==> config.mk <==
export PLATFORM = sky130hd
export DESIGN_NAME = rf_wb_arbiter
export DESIGN_NICKNAME = d
export VERILOG_FILES = /design/src/rtl/rf_wb_arbiter.sv
export SDC_FILE = /design/constraint.sdc
export NUM_CORES = 1
export LEC_CHECK = 0
export CORE_ASPECT_RATIO = 1.1
export CORE_UTILIZATION = 43
export CTS_CLUSTER_SIZE = 28
export DETAILED_ROUTE_END_ITERATION = 16
export PLACE_DENSITY = 0.71
export SLEW_MARGIN = 20
export SYNTH_ARGS = -nofsm -noshare
export SYNTH_HDL_FRONTEND = slang
export SYNTH_SLANG_ARGS = --single-unit
==> constraint.sdc <==
create_clock -name clk -period 5.7 [get_ports clk]
set_input_delay 0.855 -clock clk [delete_from_list [all_inputs] [get_ports clk]]
set_output_delay 0.855 -clock clk [all_outputs]
set_load 0.03 [all_outputs]
==> src/rtl/rf_wb_arbiter.sv <==
// rf_wb_arbiter: shares the single register-file write port between the in-order
// pipeline writeback and out-of-band MDU (mul/div) results.
//
// MDU results that cannot write immediately are buffered in a small FIFO and
// drained on cycles the pipeline does not write. Buffered entries that a younger
// pipeline write makes stale are marked cancelled and retire without writing.
//
// Optional feature macro: WB_STARVE_GUARD_EN. When defined, a starvation counter
// forces a one-cycle registered wb_stall so the FIFO head can drain. When
// undefined, wb_stall is tied low.
//
// Parameters:
//   DEPTH        - MDU result FIFO entries (power of two, >= 2)
//   STARVE_LIMIT - pipeline-won cycles with a non-empty FIFO before a forced drain
// Ports:
//   clk, rst                   - clock, asynchronous active-high reset
//   wb_we, wb_wr, wb_wD        - pipeline writeback request
//   mdu_valid, mdu_wr, mdu_wD  - MDU result, accepted when mdu_ready is high
//   mdu_ready                  - FIFO not full (registered state only)
//   wb_stall                   - registered; pipeline holds its WB stage
//   rf_we, rf_wr, rf_wD        - register-file write port (combinational)
//   pend_cnt                   - occupied FIFO entries, cancelled ones included
module rf_wb_arbiter #(
  parameter int unsigned DEPTH        = 2,
  parameter int unsigned STARVE_LIMIT = 4
) (
  input  logic                       clk,
  input  logic                       rst,
  input  logic                       wb_we,
  input  logic [4:0]                 wb_wr,
  input  logic [31:0]                wb_wD,
  input  logic                       mdu_valid,
  input  logic [4:0]                 mdu_wr,
  input  logic [31:0]                mdu_wD,
  output logic                       mdu_ready,
  output logic                       wb_stall,
  output logic                       rf_we,
  output logic [4:0]                 rf_wr,
  output logic [31:0]                rf_wD,
  output logic [$clog2(DEPTH+1)-1:0] pend_cnt
);

  localparam int unsigned PW = $clog2(DEPTH);
  localparam int unsigned CW = $clog2(DEPTH + 1);

  if (DEPTH < 2 || (DEPTH & (DEPTH - 1)) != 0 || STARVE_LIMIT < 1) begin : g_bad_params
    $error("rf_wb_arbiter: DEPTH must be a power of two >= 2 and STARVE_LIMIT >= 1");
  end

  logic [PW-1:0]    rd_ptr_q, wr_ptr_q;
  logic [CW-1:0]    cnt_q, cnt_d;
  logic [4:0]       ent_wr_q [DEPTH];
  logic [31:0]      ent_wd_q [DEPTH];
  logic [DEPTH-1:0] ent_cancel_q, ent_cancel_d;

  logic empty, full, pw, pop, bypass, push;

  assign empty     = (cnt_q == '0);
  assign full      = (cnt_q == CW'(DEPTH));
  // Ready looks only at the registered count, so a full FIFO refuses even while popping.
  assign mdu_ready = !rst && !full;
  assign pw        = wb_we && (wb_wr != 5'd0) && !wb_stall;
  assign pend_cnt  = cnt_q;

  // Write-port arbitration: stall-drain > pipeline > FIFO head > MDU bypass.
  always_comb begin
    rf_we  = 1'b0;
    rf_wr  = 5'd0;
    rf_wD  = 32'd0;
    pop    = 1'b0;
    bypass = 1'b0;
    if (!rst) begin
      if (wb_stall) begin
        pop = !empty;
      end else if (pw) begin
        rf_we = 1'b1;
        rf_wr = wb_wr;
        rf_wD = wb_wD;
      end else if (!empty) begin
        pop = 1'b1;
      end else if (mdu_valid) begin
        // A bypassed result to x0 is accepted and dropped without a write.
        bypass = 1'b1;
        if (mdu_wr != 5'd0) begin
          rf_we = 1'b1;
          rf_wr = mdu_wr;
          rf_wD = mdu_wD;
        end
      end
      if (pop && !ent_cancel_q[rd_ptr_q]) begin
        rf_we = 1'b1;
        rf_wr = ent_wr_q[rd_ptr_q];
        rf_wD = ent_wd_q[rd_ptr_q];
      end
    end
  end

  // A same-cycle result to the register the pipeline is writing is older, hence dead.
  assign push = mdu_valid && mdu_ready && !bypass && (mdu_wr != 5'd0) &&
                !(pw && (mdu_wr == wb_wr));

  always_comb begin
    ent_cancel_d = ent_cancel_q;
    for (int i = 0; i < DEPTH; i++) begin
      if (pw && (ent_wr_q[i] == wb_wr)) begin
        ent_cancel_d[i] = 1'b1;
      end
    end
    if (push) begin
      ent_cancel_d[wr_ptr_q] = 1'b0;
    end
  end

  assign cnt_d = cnt_q + CW'(push) - CW'(pop);

  always_ff @(posedge clk or posedge rst) begin
    if (rst) begin
      rd_ptr_q     <= '0;
      wr_ptr_q     <= '0;
      cnt_q        <= '0;
      ent_cancel_q <= '0;
      for (int i = 0; i < DEPTH; i++) begin
        ent_wr_q[i] <= 5'd0;
        ent_wd_q[i] <= 32'd0;
      end
    end else begin
      cnt_q        <= cnt_d;
      ent_cancel_q <= ent_cancel_d;
      if (push) begin
        ent_wr_q[wr_ptr_q] <= mdu_wr;
        ent_wd_q[wr_ptr_q] <= mdu_wD;
        wr_ptr_q           <= wr_ptr_q + PW'(1);
      end
      if (pop) begin
        rd_ptr_q <= rd_ptr_q + PW'(1);
      end
    end
  end

`ifdef WB_STARVE_GUARD_EN
  localparam int unsigned SW = $clog2(STARVE_LIMIT + 1);

  logic [SW-1:0] starve_q;
  logic          stall_q;

  // Counts consecutive pipeline-won cycles with work pending; on hitting the limit
  // the next cycle is a one-shot stall that lets the head drain.
  always_ff @(posedge clk or posedge rst) begin
    if (rst) begin
      starve_q <= '0;
      stall_q  <= 1'b0;
    end else begin
      stall_q <= 1'b0;
      if (pw && !empty) begin
        if (starve_q == SW'(STARVE_LIMIT - 1)) begin
          stall_q  <= 1'b1;
          starve_q <= '0;
        end else begin
          starve_q <= starve_q + SW'(1);
        end
      end else begin
        starve_q <= '0;
      end
    end
  end

  assign wb_stall = stall_q;
`else
  assign wb_stall = 1'b0;
`endif

endmodule

==> metrics <==
Pre-antenna DRT Iters=5; Via density=about 5.4; DP HPWL=7450 µm; Seq pwr share=0.356; Hold-fix buffers, CTS=0; final hold viol count=0; CTS Sinks=80; CTS tree=yes; clock root buffer=clkbuf_8; row count=38; Hold Path Class=reg -> reg; PD cells=494 nW/µm²; CTS Buf Count=9; Setup Skew=0.0156 ns; synth warn=0; CP startpoint kind=primary input; antenna violations before repair=0; Clock Power Share=0.150; Post-synth EDFFs=0; Synth Instances=slightly below 400; Final min period=~4.7 ns; routed vias=about 3500; Netlist cell types=37; ys flop type=dfrtp_1; switching share of power=0.373; static leakage=2.58 nW; layout cell share with drive strength beyond 1=0.174; Simple-Gate Fraction of Synth Area=0.0632; clock latency on the worst-skew pair=roughly 0.35 ns; Post-Route WL=10700 µm; Initial Utilization=0.452; first-pass GRT wire length=around 17000 µm; Critical Path AT=between 3 and 4 ns; Die Y-Extent=110 µm; Setup TNS=0 ns; Avg Cell Area, Syn=11.4 µm²; Max Buffers Root-to-Sink=2; most numerous cell in the Yosys netlist=dfrtp_1; largest family of logic cells by synthesized area=multiplexers; crit path kind=in -> out; Crit Path Max Fanout=14; largest area contributor in the netlist=dfrtp_1; Layout area overhead=32.7%; Die W=approximately 100 µm; Net Switching=1.11 mW; Pwr Total=between 2 and 3 mW; initial drt markers=156; fin. max-slew vios=0; Clock transition at path regs=0.07 ns; slew at the pin closest to its max-slew limit=~1.0 ns; worst vdd ir=0.187 mV; DR WL/cell=between 15 and 20 µm; fmax=211 MHz; pin count of the biggest net entering global routing=45; number of routed nets with antenna violations=0; Final setup viols=0; post-synthesis register bit count=80; I/O Buffers=118; area share of fa/ha/maj cells after synthesis=0.00552; Power Internal=1.86 mW; status=finished, final reports clean; r2r setup slk=approximately 3.3 ns; sequential cell area fraction in the yosys report=0.442; Synth top cells by count=dfrtp_1 (80), mux2i_1 (48), nand2_1 (47); max cap viols=0; Final #Nets=582; drc violations=0; Critical Path RT=4.85 ns; mux contribution to synthesized area=0.313; Setup Buffers After CTS=0; grt total ovfl=0; Post-Synth XOR/XNOR Area=0.0367; Synth top area share=0.442; worst rel slew slack=0.325; Reg area=2000 µm²; Placeable Area=10000 µm²; RSZ-0062 raised after global routing=false; area of the multi-input gates=2370 µm²; Synthesized Nets=476; final cycle utilization of the critical path=0.832; CP endpoint kind=primary output; Ant. Diodes=0; Die ar.=11000 µm²; Synth Area in Compound Gates=0.0994; top cells by area, synth=dfrtp_1 (44%), mux2i_1 (11%), mux2_2 (9.7%), mux2_4 (6.3%), mux2_1 (4.7%); fill count=838; H-tree levels=3; Synth async-reset ratio=1.00; Mapped Area=around 4500 µm²; # resized after CTS=0; Boundary Pins=between 100 and 150; combinational power share=0.494; Placer Congestion=0.830; GR Util All Layers=0.204; vias in the first global route=3529
==> per-layer routing <==
| metal | wire length (µm) | up-vias | share of wire | GRT usage |
|---|---|---|---|---|
| li1 | - | 1634 | - | - |
| met2 | 5480 | 78 | 0.51 | 0.344 |
| met3 | 340 | 17 | 0.032 | 0.0280 |
| met1 | 4650 | 1752 | 0.43 | 0.261 |
| met5 | 0 | - | 0 | 0 |
| met4 | 263 | 0 | 0.025 | 0.0935 |
==> cell type report <==
class / count / share of cell area
multi-input cells: 281 / 0.393
flip-flops and latches: 80 / 0.333
repair buffers: 126 / 0.206
well taps: 140 / 0.0291
clock buffers: 11 / 0.0218
clock inverters: 5 / 0.0135
inverters: 4 / 0.00270
==> metrics by stage <==
stage               std cells  area (µm²)   util  setup slack, ns  hold slack (ns)
finish                    647        6010  0.600            0.958            0.488
global route              647        6010  0.600            0.835            0.499
CTS                       647        6010  0.600            0.980            0.492
detailed placement        631        5800  0.578             1.00            0.474
global placement          631        5800  0.578             1.04            0.466
floorplan                 396        4530      -            0.935            0.455
==> power by group through the flow <==
stage               Sequential (mW)  Clock (mW)  Combinational [mW]
finish                         1.06       0.446                1.47
global route                   1.10       0.484                1.59
CTS                            1.06       0.462                1.49
detailed placement             1.07           0                1.48
global placement               1.05           0                1.46
floorplan                     0.999           0                1.10
==> worst paths after layout <==
| kind | start | to | cells after the start |
|---|---|---|---|
| min in group asynchronous | rst | ent_wr_q[9] | 3 |
| min | ent_wd_q[44] | ent_wd_q[44] | 1 |
| max | wb_wr[2] | rf_wD[26] | 7 |
| max in group asynchronous | rst | ent_wd_q[34] | 3 |
| max reg2reg | pend_cnt[1] | ent_wd_q[62] | 4 |
| min reg2reg | ent_wd_q[44] | ent_wd_q[44] | 1 |
==> registers in the layout, summed over array words and instances, names as in the netlist <==
signal	cells
ent_cancel_q	2
ent_wd_q	64
ent_wr_q	10
pend_cnt	2
rd_ptr_q	1
wr_ptr_q	1
==> logic make-up (layout without fill, tap and decap cells) <==
logic type	Yosys count	in the layout
mux	125	125
flops	80	80
compound gates	68	68
simple gates	66	66
buf+inv	35	146
xor+xnor	19	19
fa+ha+maj	2	2
other cells	1	1
==> critical path, stage by stage <==
cell	delay (ns)
clkdlybuf4s50_1	0.56
or4_4	0.57
o21ai_4	0.14
and2_0	0.34
nand2_1	0.43
o22ai_1	0.27
clkdlybuf4s50_1	0.73
==> placed cells by master, fill, tap and decap left out, types with 2 or more instances in the layout <==
cell and count:
a31oi_1 4, mux2_4 19, nand3_1 6, bufinv_16 2, o22ai_1 14, ha_1 2, o211ai_1 18, nand2_1 47
clkbuf_1 2, a211oi_1 2, a21oi_1 21, nor4_1 2, mux2_1 19, mux2i_1 48, nor2_1 3, a2bb2oi_1 2
buf_4 8, xor2_1 6, clkbuf_8 9, xnor2_1 13, dfrtp_1 79, nor3_1 2, mux2_2 39, clkinv_2 2
clkdlybuf4s50_1 118, inv_1 3
Power figures use the tool's default switching activity.
